==> config.mk <==
export PLATFORM = sky130hd
export DESIGN_NAME = wb_trace_fifo
export DESIGN_NICKNAME = d
export VERILOG_FILES = /design/src/rtl/wb_trace_fifo.sv
export SDC_FILE = /design/constraint.sdc
export NUM_CORES = 1
export LEC_CHECK = 0
export BUFFER_PORTS_ARGS = -buffer_cell sky130_fd_sc_hd__buf_2
export CORE_MARGIN = 2
export CORE_UTILIZATION = 31
export CTS_CLUSTER_DIAMETER = 80
export DETAILED_ROUTE_END_ITERATION = 8
export HOLD_SLACK_MARGIN = 0.1
export PLACE_DENSITY = 0.55
export SLEW_MARGIN = 20
export SYNTH_ARGS = -nofsm -noshare
export SYNTH_HDL_FRONTEND = slang
export SYNTH_SLANG_ARGS = --single-unit
==> constraint.sdc <==
create_clock -name clk -period 22.1 [get_ports clk]
set_input_delay 2.21 -clock clk [delete_from_list [all_inputs] [get_ports clk]]
set_output_delay 2.21 -clock clk [all_outputs]
set_load 0.01 [all_outputs]
==> src/rtl/wb_trace_fifo.sv <==
// Writeback trace FIFO: records {seq, dest, pc, data} for every committed register
// write and presents it to a debug consumer over a valid/ready handshake.
module wb_trace_fifo #(
  parameter int DEPTH = 8,
  parameter int CNT_W = 16
) (
  input  logic                     clk,
  input  logic                     rst,
  input  logic                     cap_en,
  input  logic                     RegWrite,
  input  logic                     RegDst,
  input  logic [4:0]               rt_add,
  input  logic [4:0]               rd_add,
  input  logic [31:0]              instr_add_out,
  input  logic [31:0]              writeData_regFile,
  output logic                     out_valid,
  input  logic                     out_ready,
  output logic [76:0]              out_data,
  output logic [$clog2(DEPTH):0]   count,
  output logic                     full,
  output logic [CNT_W-1:0]         drop_cnt
);

  localparam int AW = $clog2(DEPTH);
  localparam int CW = AW + 1;
  localparam logic [CW-1:0] DEPTH_C = CW'(DEPTH);

  logic [76:0]   mem [DEPTH];
  logic [AW-1:0] wr_ptr;
  logic [AW-1:0] rd_ptr;
  logic [7:0]    seq;
  logic [4:0]    dest;
  logic          cap_ev;
  logic          pop;
  logic          push;
  logic          drop;

  assign dest      = RegDst ? rd_add : rt_add;
  assign cap_ev    = cap_en & RegWrite & (dest != 5'd0);
  assign full      = (count == DEPTH_C);
  assign out_valid = (count != '0);
  assign pop       = out_valid & out_ready;
  // A full FIFO still accepts a push when the head leaves on the same edge.
  assign push      = cap_ev & (~full | pop);
  assign drop      = cap_ev & full & ~pop;

  assign out_data  = out_valid ? mem[rd_ptr] : '0;

  // Payload storage is never reset; out_data is masked while empty.
  always_ff @(posedge clk) begin
    if (push) begin
      mem[wr_ptr] <= {seq, dest, instr_add_out, writeData_regFile};
    end
  end

  always_ff @(posedge clk or posedge rst) begin
    if (rst) begin
      wr_ptr   <= '0;
      rd_ptr   <= '0;
      count    <= '0;
      seq      <= 8'd0;
      drop_cnt <= '0;
    end else begin
      if (push) wr_ptr <= wr_ptr + AW'(1);
      if (pop)  rd_ptr <= rd_ptr + AW'(1);
      case ({push, pop})
        2'b10:   count <= count + CW'(1);
        2'b01:   count <= count - CW'(1);
        default: count <= count;
      endcase
      // seq advances on dropped events too so the consumer can see gaps.
      if (cap_ev) seq <= seq + 8'd1;
      if (drop && drop_cnt != '1) drop_cnt <= drop_cnt + CNT_W'(1);
    end
  end

endmodule
# Word level (Yosys, flattened, before mapping)
# Memory sizes are Yosys's and may differ from the RTL's.
# Cells that the tools add are included.
# Widths: inputs -> output; s select.
word_totals:
  mem_bits_rw: 616
  memories: 1
  regBits: 34
  in_bits: 80
  wordCells: 34
  out_inout_bits: 99
memory_table:
  columns: ["memory", "depth", "word_bits", "rd", "rd_clocked_by_memory_dff", "wr", "line_no", "source"]
  rows:
  - ["mem", 8, 77, 1, 0, 1, "28", "logic [76:0] mem [DEPTH];"]
classes:
  n_eq_ne: 4
  reduce_logical: 4
  n_addsub: 6
  bitwise: 9
  mux: 5
op_table:
  columns: ["cell", "n"]
  rows:
  - ["$mux 77", 1]
  - ["$add 16x1->16 const B", 1]
  - ["$ne 16x16->1 const B", 1]
  - ["$add 8x1->8 const B", 1]
  - ["$pmux 4 s2", 1]
  - ["$add 3x1->3 const B", 2]
  - ["$and 1x1->1", 6]
  - ["$mux 5", 1]
  - ["$reduce_bool 5->1", 1]
  - ["$add 4x1->4 const B", 1]
  - ["$eq 4x4->1 const B", 1]
  - ["$reduce_bool 4->1", 1]
  - ["$sub 4x1->4 const B", 1]
  - ["$eq 2x1->1 const B", 1]
  - ["$eq 2x2->1 const B", 1]
  - ["$mux 1", 2]
  - ["$not 1->1", 2]
  - ["$reduce_bool 2->1", 1]
  - ["$logic_and 1x1->1", 1]
  - ["$or 1x1->1", 1]

# Logic depth before layout (Yosys ltp)
# Gate-level depths: netlist of run 1.
depth:
  depth_word: 6
  mapped_depth: 10
  ltp_nobuf: 10

# Worst setup path after synthesis of run 1
# Ideal clock, no wire load.
synth_path:
  path_kind: "input port to flip-flop"
  startpoint: "input RegDst"
  endpoint: "memory mem[4][0] (enable)"
  required_ns: 21.371
  stages: 5
  n_path_buf: 1
  setup_ns: 0.729
  path_slack_ns: 10.333
  arrival_time_ns: 11.038
  cell_sequence: "buf_2 -> nor4b_1 -> o22ai_1 -> nand2_1 -> nor4b_1"
synth_between:
  elab_chain_len: 6
synth_rtl:
  columns: ["item", "line_no", "source"]
  rows:
  - ["start, declared", "11", "input logic RegDst,"]
  - ["$mux 5", "38", "assign dest = RegDst ? rd_add : rt_add;"]
  - ["$reduce_bool 5->1", "39", "assign cap_ev = cap_en & RegWrite & (dest != 5'd0);"]
  - ["$and 1x1->1", "39", null]
  - ["$and 1x1->1", "44", "assign push = cap_ev & (~full | pop);"]
  - ["$mux 1", "51", "if (push) begin"]
  - ["$mux 1 (not written as such)", "52", "mem[wr_ptr] <= {seq, dest, instr_add_out, writeData_regFile};"]
  - ["end, declared", "28", null]
# No other way between the ends.

# Final worst setup path of run 1
layout_path:
  startpoint: "register rd_ptr[0]"
  endpoint: "output out_data[47]"
layout_between:
  elab_chain_len: 2
layout_rtl:
  columns: ["item", "line_no", "source"]
  rows:
  - ["start, declared", "30", "logic [AW-1:0] rd_ptr;"]
  - ["start signal, assigned", "65", "if (pop) rd_ptr <= rd_ptr + AW'(1);"]
  - ["$mem_v2 8x77", null, null]
  - ["$mux 77", "47", "assign out_data = out_valid ? mem[rd_ptr] : '0;"]
  - ["end, declared", "18", "output logic [76:0] out_data,"]
# No other way between the ends.

==> results of run 1 <==
layout make-up:
class                      instances  area [um^2]
multi-input combinational        431         5550
timing repair buffer             206         1120
clock inverter                    39          434
sequential                       650        19400
antenna                            2         5.00
inverter                           9         33.8
tap                             1060         1330
clock buffer                      92         1920
fill                            7374        50700
worst reg2reg max path, stage by stage (launching register included):
cell	delay, ns
sky130_fd_sc_hd__dfrtp_1	0.46
sky130_fd_sc_hd__or4b_4	0.27
sky130_fd_sc_hd__o21a_1	0.14
sky130_fd_sc_hd__and2_4	0.17
sky130_fd_sc_hd__nand2_1	0.16
sky130_fd_sc_hd__nor3_2	0.82
sky130_fd_sc_hd__buf_4	0.44
sky130_fd_sc_hd__buf_4	0.80
power by group through the flow:
stage               Clock (mW)  Sequential [mW]  Combinational (mW)
detailed placement           0             1.59                1.08
CTS                       1.22             1.56                1.08
finish                    1.19             1.56                1.04
global route              1.27             1.57                1.14
floorplan                    0             1.54               0.730
global placement             0             1.58                1.07
layer usage:
layer / up-vias / wire (um)
met5: - / 72
met4: 10 / 1190
met3: 84 / 3000
met2: 260 / 26500
met1: 6359 / 24300
li1: 5179 / -
registers in the layout, indices dropped and copies added (netlist names):
signal	count
seq	8
mem	616
rd_ptr	3
drop_cnt	16
count	4
wr_ptr	3
cells in the final DEF (no fill, tap or decap), types with 7 or more instances in the layout:
cell,count
sky130_fd_sc_hd__edfxtp_1,616
sky130_fd_sc_hd__buf_2,178
sky130_fd_sc_hd__mux4_2,154
sky130_fd_sc_hd__nor2_1,82
sky130_fd_sc_hd__mux2i_1,78
sky130_fd_sc_hd__clkbuf_16,74
sky130_fd_sc_hd__dfrtp_1,31
sky130_fd_sc_hd__buf_4,26
sky130_fd_sc_hd__clkbuf_1,18
sky130_fd_sc_hd__xnor2_1,15
sky130_fd_sc_hd__nand2_1,14
sky130_fd_sc_hd__xor2_1,14
sky130_fd_sc_hd__clkinv_2,11
sky130_fd_sc_hd__clkinv_1,9
sky130_fd_sc_hd__nand4_1,8
sky130_fd_sc_hd__mux2_2,8
sky130_fd_sc_hd__inv_1,8
sky130_fd_sc_hd__bufinv_16,7
kinds of logic (layout without fill, tap and decap cells):
logic type      after synthesis  count (layout)  share of synthesized area (%)
xor+xnor                     29              29                           1.01
flops                       650             650                           77.0
mux                         241             241                           17.3
buf+inv                      67             346                           1.13
compound gates                8               8                          0.204
simple gates                146             146                           2.94
other cells                   0               2                              0
fa+ha+maj                     7               7                          0.379
metrics by stage:
| stage | worst slack [ns] | hold WS (ns) | util [%] | power, mW | instances |
|---|---|---|---|---|---|
| 3_5_place_dp | 15.75 | 0.487 | 34.0 | 2.66 | 2356 |
| 5_1_grt | 15.36 | 0.526 | 37.0 | 3.98 | 2488 |
| 6_report | 15.74 | 0.495 | 37.0 | 3.79 | 2489 |
| 2_1_floorplan | 10.33 | 0.515 | - | 2.27 | 1148 |
| 4_1_cts | 15.30 | 0.498 | 37.0 | 3.86 | 2487 |
| 3_3_place_gp | 15.85 | 0.476 | 34.0 | 2.66 | 2355 |
worst max-delay path by stage:
stage               slack, ns            to
floorplan               10.33     mem[4][0]
global placement        15.85     mem[2][9]
detailed placement      15.75     mem[2][9]
CTS                     15.30  out_data[70]
global route            15.36  out_data[47]
finish                  15.74  out_data[47]
==> results by group, run 1 <==
Worst hold path
  • Number of cells traversed by the worst hold path: 1
  • Hold EP: drop_cnt[11]
  • Startpoint of the most critical hold path: drop_cnt[11]
  • Min-Delay Path Class: reg2reg

Timing
  • Max Clock Freq: 157 MHz
  • RSZ-0062 raised after global routing: no
  • Clock skew after layout: about 0.027 ns
  • Final period utilization: 28.8%
  • Max-slew violation count: 0
  • Number of endpoints with negative hold slack in the final report: 0
  • Setup_tns: 0 ns
  • Final critical-path required period: approximately 6.4 ns
  • Worst-Margin Slew: 1.11 ns
  • Relative max-transition margin: 26.1%
  • Setup-violating endpoint count in the final report: 0

Worst setup path
  • Endpoint arrival time on the critical path: 4.15 ns
  • Category of cells accounting for the largest share of critical-path delay: buffers and inverters
  • Worst R2R End: mem[2][52]
  • Reg-to-reg startpoint: count[3]
  • Setup crit start: rd_ptr[0]
  • Critical path class: reg2out
  • Crit path buffers/inverters: 3
  • Slowest cell delay on critical path: 0.84 ns
  • Total stage count of the critical path: 6
  • Worst-case register-to-register setup slack: ~18 ns
  • Sequence of cells on the critical path: buf_4 > buf_4 > mux4_2 > mux2i_1 > nor2_1 > buf_2
  • Critical-path maximum fanout: 44
  • Worst path required time: 19.89 ns
  • Setup crit start kind: flop
  • Type of element capturing the critical path: output pin
  • Dominant cell type by count on the critical path: sky130_fd_sc_hd__buf_4
  • Worst reg-to-reg path cell count: 7
  • Critical-path top delay cell: sky130_fd_sc_hd__buf_4

Global route
  • Number of antenna violations at the first check in global routing: 8
  • Global-route wire length before repair: between 80000 and 90000 um
  • Most crowded layer after global routing: met2
  • Global routing met2 resource utilization: 21.5%
  • Largest net degree at the start of global routing: 65
  • GR Util met3: 3.21%
  • Number of global-route vias before repair: 12800
  • Overflow left after global routing: 0
  • Global-route track usage on met1: 18.0%
  • Global routing usage summed across all routing layers: 13.4%

Clocking
  • Maximum clock insertion buffer count: 3
  • Clock tree from TritonCTS: yes
  • Number of buffers inserted by post-CTS setup repair: 0
  • Clock-pin slew on the worst setup and hold paths: roughly 0.06 ns
  • Number of buffers added by the clock tree synthesis step: 72
  • Cell chosen for the clock root: sky130_fd_sc_hd__clkbuf_16
  • Latest clock arrival within the worst-skew pair: between 0.6 and 0.7 ns
  • Post-cts sizing count: 0
  • # clock sinks: between 600 and 700
  • H-tree depth: 3
  • CTS Hold Bufs: 0

Power
  • Cell Pwr Density: 127 mW/mm^2
  • Sw power: 1.14 mW
  • Internal power consumption: 2.65 mW
  • Peak ir drop on the vdd network: 0.0714 mV
  • Sequential Power Share: 41.2%
  • Switching power share of the total: 30.0%
  • Leakage: 10.0 nW
  • Proportion of power drawn by the clock network: about a third
  • Power share of the combinational group: 27.4%

Logic synthesis
  • Count of different cell masters after synthesis: 37
  • Flop and latch count out of synthesis: between 600 and 700
  • Yosys top cell by area: sky130_fd_sc_hd__edfxtp_1
  • Number of flops mapped to enable cells by yosys: around 600
  • Post-synthesis average cell area: 21.9 um^2
  • Count leader, synth: sky130_fd_sc_hd__edfxtp_1
  • Post-synthesis cell area: 0.0251 mm^2
  • Proportion of synthesized chip area in sequential cells: 77.0%
  • Commonest cells in the netlist: 616 x sky130_fd_sc_hd__edfxtp_1, 154 x sky130_fd_sc_hd__mux4_2, 83 x sky130_fd_sc_hd__nor2_1
  • Synth warnings: 0
  • Primary flip-flop cell chosen by synthesis mapping: sky130_fd_sc_hd__edfxtp_1
  • FFs w/ async S/R, synth: 5.23%
  • Cell types occupying the most area after synthesis: sky130_fd_sc_hd__edfxtp_1 74%, sky130_fd_sc_hd__mux4_2 14%, sky130_fd_sc_hd__dfrtp_1 3.4%, sky130_fd_sc_hd__mux2i_1 3.1%, sky130_fd_sc_hd__nor2_1 1.2%
  • Mapped Cells: 1148
  • Net count of the mapped netlist: 1235
  • Area fraction of the dominant cell type after synthesis: between 70% and 80%

Drt
  • Post-Route WL: 55100 um
  • Detail-routed net length per standard cell: 22.1 um
  • DRT Pass-1 Iters: 6
  • Vias/cell: 4.78
  • Number of violations reported at the end of detailed-routing iteration 0: just over 800
  • DRC errors left: 0
  • Routed vias: approximately 12000
  • Post-route antenna net violation count: 0

Die
  • Std-Cell Rows: 104
  • Width of the die: 289 um
  • Core region area: 0.0804 mm^2
  • Starting density of the core: 31.2%
  • Y dimension of the die: roughly 290 um
  • Die area: about 0.083 mm^2
  • I/O pins: approximately 180

Placement
  • Routability cong.: 0.713
  • Number of port buffers: 178
  • Total placed instance area: 0.0274 mm^2
  • Total half-perimeter wirelength after legalization and detailed placement: 30000 um

Cells and area
  • Fraction of final layout cells with drive strength greater than 1: approximately a third
  • Signed area change from the synthesized netlist to the final layout: 18.4%
  • Post-layout nets: about 1500
  • Post-route cell area: approximately 0.030 mm^2

Run status
  • Result of the run: complete, no violations

Flow run
  • Max-cap viol count: 0
(Power assumes the default switching activity.)
==> run 2: changes to the inputs <==
- clock period: 22.1 -> 5.95 ns (I/O delays scaled with it)
==> results by group, run 2 (synthesized netlist as in run 1, its figures left out) <==
Global route
  • Number of antenna violations at the first check in global routing: 12
  • Global routing usage summed across all routing layers: 13.2%
  • Most crowded layer after global routing: met2
  • Global routing met2 resource utilization: a little over a fifth
  • Number of global-route vias before repair: approximately 13000
  • Global-route track usage on met1: 17.9%
  • GR Util met3: 3.25%
  • Overflow left after global routing: 0
  • Largest net degree at the start of global routing: 66
  • Global-route wire length before repair: about 80000 um

Cells and area
  • Fraction of final layout cells with drive strength greater than 1: between 30% and 40%
  • Leading cell type in the layout, fill and taps excluded: sky130_fd_sc_hd__edfxtp_1
  • Post-layout nets: 1458
  • Largest registers: mem x616, drop_cnt x16, seq x8
  • FF/Latch Area: 0.0194 mm^2
  • Final cell count without fillers: 2489
  • Leading cell types in the layout, fill and taps excluded: 616 x sky130_fd_sc_hd__edfxtp_1, 178 x sky130_fd_sc_hd__buf_2, 154 x sky130_fd_sc_hd__mux4_2
  • Footprint of the multi-input gates: ~0.0056 mm^2
  • Largest register by flop count: mem
  • Number of flip-flops in the largest register: 616
  • Signed area change from the synthesized netlist to the final layout: 18.4%
  • Post-route cell area: 0.0297 mm^2
  • Filler Cell Count: 7384
  • Post-route core utilization: 37.0%

Placement
  • Routability cong.: 0.719
  • Number of port buffers: about 180
  • Total half-perimeter wirelength after legalization and detailed placement: between 30000 and 40000 um
  • # placed instances: 2356
  • Total placed instance area: between 0.02 and 0.03 mm^2

Clocking
  • Cell chosen for the clock root: sky130_fd_sc_hd__clkbuf_16
  • Maximum clock insertion buffer count: 3
  • Clock tree from TritonCTS: yes
  • Latest clock arrival within the worst-skew pair: 0.60 ns
  • # clock sinks: 650
  • Clock-pin slew on the worst setup and hold paths: about 0.06 ns
  • H-tree depth: 3
  • Number of buffers added by the clock tree synthesis step: 72

Power
  • Sequential Power Share: 42.0%
  • Proportion of power drawn by the clock network: 30.8%
  • Sw power: 4.24 mW
  • Leakage: ~10 nW
  • Power share of the combinational group: 27.3%
  • Internal power consumption: between 9 and 10 mW
  • Peak ir drop on the vdd network: 0.241 mV
  • Switching power share of the total: 30.2%
  • Cell Pwr Density: 472 mW/mm^2

Timing
  • RSZ-0062 raised after global routing: no
  • Clock skew after layout: 0.0243 ns
  • Final period utilization: 66.4%
  • Max Clock Freq: roughly 250 MHz
  • Worst-Margin Slew: 1.06 ns
  • Max-slew violation count: 0
  • Relative max-transition margin: 29.6%
  • Final critical-path required period: 3.95 ns
  • Setup-violating endpoint count in the final report: 0
  • Number of endpoints with negative hold slack in the final report: 0

Run status
  • Result of the run: complete, no violations

Die
  • Y dimension of the die: a little under 300 um
  • Starting density of the core: 31.2%
  • Std-Cell Rows: 104
  • Width of the die: 289 um
  • I/O pins: 179
  • Core region area: 0.0804 mm^2
  • Die area: 0.0833 mm^2

Drt
  • Routed vias: 11800
  • Post-route antenna net violation count: 0
  • Detail-routed net length per standard cell: 22.0 um
  • Post-Route WL: 54900 um
  • DRT Pass-1 Iters: 4
  • DRC errors left: 0
  • Vias/cell: 4.74
  • Number of violations reported at the end of detailed-routing iteration 0: between 800 and 900

Worst setup path
  • Worst path required time: 5.36 ns
  • Critical-path maximum fanout: 45
  • Setup crit start kind: flop
  • Endpoint arrival time on the critical path: 3.36 ns
  • Setup crit start: rd_ptr[0]
  • Reg-to-reg startpoint: count[0]
  • Critical path class: reg2out
  • Type of element capturing the critical path: output pin

Worst hold path
  • Startpoint of the most critical hold path: writeData_regFile[29]
  • Min-Delay Path Class: in2reg

Flow run
  • Max-cap viol count: 0
run 2: path summary, 6_finish.rpt:
path                       slack (ns)           end  cells past startpoint
min reg2reg                      0.49  drop_cnt[15]                      1
max                              2.00  out_data[75]                      5
max reg2reg                      3.11      count[3]                     11
min in group asynchronous        0.65   drop_cnt[9]                      4
min                              0.26    mem[5][29]                      1
max in group asynchronous        4.90     rd_ptr[2]                      4
run 2: area by class of cell:
cell class | count | area share, %
timing repair buffer | 207 | 3.82
clock inverter | 34 | 1.25
clock buffer | 94 | 6.51
inverter | 9 | 0.114
tap | 1060 | 4.46
multi-input combinational | 431 | 18.7
sequential | 650 | 65.1
antenna | 4 | 0.0337
run 2: power groups by stage:
stage	clock network, mW	registers (mW)	logic (mW)
finish	4.32	5.90	3.83
global placement	0	5.99	3.93
global route	4.62	5.97	4.18
CTS	4.43	5.92	3.96
floorplan	0	5.70	2.72
detailed placement	0	6.01	3.95
run 2: layer usage:
metal	vias to the layer above	part of all wire [%]
met5	-	0.16
met4	14	1.9
met3	93	5.4
met2	274	48
met1	6246	45
li1	5178	-
run 2: critical path, cell delays in order, from the launching register on:
cell and delay (ns):
sky130_fd_sc_hd__dfrtp_4 1.06, sky130_fd_sc_hd__buf_4 0.58, sky130_fd_sc_hd__mux4_2 0.59, sky130_fd_sc_hd__mux2i_1 0.14, sky130_fd_sc_hd__nor2_1 0.14, sky130_fd_sc_hd__buf_2 0.23
run 2: stage by stage:
stage               hold WS (ns)  worst slack [ns]  total power, mW  setup TNS, ns
floorplan                  0.515             -1.91             8.41        -603.11
global placement           0.471              2.43             9.92              0
detailed placement         0.477              2.43             9.96              0
CTS                        0.224              1.83             14.3              0
global route               0.245              1.66             14.8              0
finish                     0.261              2.00             14.0              0
run 2: timing repair:
item	in CTS	in global routing
hold buffers	1	0
endpoints found under the hold margin	26	0
gates resized for setup	0	0
setup buffers	0	0
==> run 3: changes to the inputs <==
- ABC_AREA: not set -> 1
- clock period: 5.95 -> 3.9 ns (I/O delays scaled with it)
==> results by group, run 3 <==
Placement
  • Number of port buffers: 178
  • Total placed instance area: about 0.028 mm^2
  • Routability cong.: ~0.8
  • Total half-perimeter wirelength after legalization and detailed placement: between 30000 and 40000 um
  • Setup Slack @ Placement: 0.771 ns

Timing
  • RSZ-0062 raised after global routing: no
  • Setup_tns: 0 ns
  • Final period utilization: ~90%
  • Relative max-transition margin: about a third
  • Min setup slack post-route: 0.381 ns
  • Clock skew after layout: 0.0293 ns
  • Max Clock Freq: 284 MHz
  • Worst-Margin Slew: 1.02 ns
  • Final critical-path required period: 3.52 ns
  • Max-slew violation count: 0
  • Number of endpoints with negative hold slack in the final report: 0
  • Setup-violating endpoint count in the final report: 0

Cells and area
  • Largest registers: mem x616, drop_cnt x16, seq x8
  • Fraction of final layout cells with drive strength greater than 1: 15.3%
  • Leading cell types in the layout, fill and taps excluded: 626 x sky130_fd_sc_hd__nor2_1, 616 x sky130_fd_sc_hd__edfxtp_1, 211 x sky130_fd_sc_hd__o21ai_0
  • Number of flip-flops in the largest register: 616
  • Signed area change from the synthesized netlist to the final layout: 20.7%
  • Filler Cell Count: a little under 8000
  • Post-route cell area: 0.0313 mm^2
  • Post-layout nets: 2322
  • Post-route core utilization: 37.6%
  • Largest register by flop count: mem
  • Leading cell type in the layout, fill and taps excluded: sky130_fd_sc_hd__nor2_1

Worst setup path
  • Type of element capturing the critical path: output pin
  • Worst path required time: 3.51 ns
  • Critical path class: reg2out
  • Endpoint arrival time on the critical path: 3.13 ns
  • Setup crit start kind: flop
  • Critical-path maximum fanout: 87

Logic synthesis
  • Count leader, synth: sky130_fd_sc_hd__nor2_1
  • Yosys top cell by area: sky130_fd_sc_hd__edfxtp_1
  • Primary flip-flop cell chosen by synthesis mapping: sky130_fd_sc_hd__edfxtp_1
  • Net count of the mapped netlist: 2088
  • Area fraction of the dominant cell type after synthesis: 71.4%
  • Number of flops mapped to enable cells by yosys: 616
  • Commonest cells in the netlist: 634 x sky130_fd_sc_hd__nor2_1, 616 x sky130_fd_sc_hd__edfxtp_1, 211 x sky130_fd_sc_hd__o21ai_0
  • Proportion of synthesized chip area in sequential cells: 74.7%
  • Mapped Cells: 2001
  • Count of different cell masters after synthesis: 32
  • Synth warnings: 0
  • Cell types occupying the most area after synthesis: sky130_fd_sc_hd__edfxtp_1 71%, sky130_fd_sc_hd__nor2_1 9.2%, sky130_fd_sc_hd__o32ai_1 5.2%, sky130_fd_sc_hd__o21ai_0 4.1%, sky130_fd_sc_hd__dfrtp_1 3.3%
  • Post-synthesis cell area: 0.0259 mm^2
  • Flop and latch count out of synthesis: 650
  • FFs w/ async S/R, synth: 5.23%
  • Post-synthesis average cell area: 12.9 um^2

Clocking
  • Maximum clock insertion buffer count: 3
  • Clock tree from TritonCTS: yes
  • Latest clock arrival within the worst-skew pair: roughly 0.61 ns
  • H-tree depth: 3
  • Number of buffers added by the clock tree synthesis step: 72
  • Post-cts sizing count: 0
  • Cell chosen for the clock root: sky130_fd_sc_hd__clkbuf_16
  • Clock-pin slew on the worst setup and hold paths: roughly 0.05 ns
  • # clock sinks: 650

Power
  • Peak ir drop on the vdd network: 0.620 mV
  • Total power: 23.1 mW
  • Leakage: 10.6 nW
  • Cell Pwr Density: 738 mW/mm^2

Die
  • Width of the die: 293 um
  • Std-Cell Rows: 106
  • Die area: approximately 0.086 mm^2
  • Starting density of the core: a little under a third
  • Core region area: 0.0832 mm^2
  • Y dimension of the die: 293 um
  • I/O pins: 179

Global route
  • Number of global-route vias before repair: 16500
  • Number of antenna violations at the first check in global routing: 3
  • Global routing usage summed across all routing layers: 14.7%
  • Largest net degree at the start of global routing: roughly 200
  • Overflow left after global routing: 0
  • Global-route wire length before repair: 97500 um

Drt
  • Vias/cell: 4.91
  • Post-Route WL: 64200 um
  • DRT Pass-1 Iters: 5
  • Routed vias: between 15000 and 20000
  • Number of violations reported at the end of detailed-routing iteration 0: 1167
  • Detail-routed net length per standard cell: 19.1 um
  • DRC errors left: 0
  • Post-route antenna net violation count: 0

Run status
  • Result of the run: complete, no violations

Worst hold path
  • Min-Delay Path Class: in2reg

Flow run
  • Max-cap viol count: 0
## run 3: cell types whose count changed in the layout (fill, tap and decap cells not counted), sizes merged, moves of 58 or more
cell	previous run	this run
nor2	84	635
o21ai	0	246
mux4	154	0
o32ai	0	154
mux2i	78	0
dlygate4sd3	1	65
nand2	14	72
## run 3: stage by stage
stage,hold slack (ns),instances
after floorplan,0.489,2001
after global placement,0.478,3175
after detailed placement,0.495,3175
after CTS,0.105,3366
after global routing,0.122,3367
final,0.150,3369
## run 3: where the power goes
group          leakage [nW]  switching [mW]  internal [mW]
combinational          3.57            5.11           2.55
sequential             5.97           0.479           8.31
clock                  1.10            2.72           3.93
total                  10.6            8.31           14.8
## run 3: logic make-up after synthesis
family / share of synthesized area (%)
compound gates: 10.0
buf+inv: 2.79
mux: 0.130
simple gates: 11.2
fa+ha+maj: 0.367
xor+xnor: 0.840
flops: 74.7
## run 3: final timing paths
path	start	to	slack [ns]	depth (start not counted)
setup / recovery	rd_ptr[1]	out_data[67]	0.38	7
hold / removal	out_ready	rd_ptr[0]	0.15	3
setup reg to reg	count[0]	mem[4][3]	1.18	10
hold reg to reg	count[3]	count[3]	0.51	2
max in group asynchronous	rst	rd_ptr[1]	2.82	3
min in group asynchronous	rst	count[1]	0.49	3
## run 3: routing by layer
metal  vias to the layer above  global-route usage, %  part of all wire (%)
met5                         -                      0                 0.070
met4                         6                   4.02                   2.1
met3                        94                   3.19                   5.7
met2                       428                   24.2                    47
met1                      8251                   19.7                    45
li1                       7777                      -                     -
## run 3: area by class of cell
| type | instances | area, um^2 | area share, % |
|---|---|---|---|
| diodes | 2 | 5.00 | 0.0160 |
| clock buffers | 91 | 1890 | 6.06 |
| clock inverters | 35 | 404 | 1.29 |
| inverters | 41 | 163 | 0.520 |
| multi-input cells | 1180 | 5910 | 18.9 |
| flip-flops and latches | 650 | 19400 | 61.9 |
| well taps | 1080 | 1350 | 4.32 |
| repair buffers | 290 | 2190 | 6.99 |
## run 3: critical path: stages (launching register included)
cell	delay, ns
sky130_fd_sc_hd__dfrtp_4	1.03
sky130_fd_sc_hd__buf_12	0.39
sky130_fd_sc_hd__buf_4	0.24
sky130_fd_sc_hd__o21ai_0	0.10
sky130_fd_sc_hd__o32ai_1	0.13
sky130_fd_sc_hd__o21ai_0	0.10
sky130_fd_sc_hd__nor2_1	0.21
sky130_fd_sc_hd__buf_2	0.17
## run 3: repair_timing
item,CTS,global route
endpoints found under the hold margin,546,0
hold buffers,65,0
buffers inserted,0,0
setup endpoints to repair,0,0
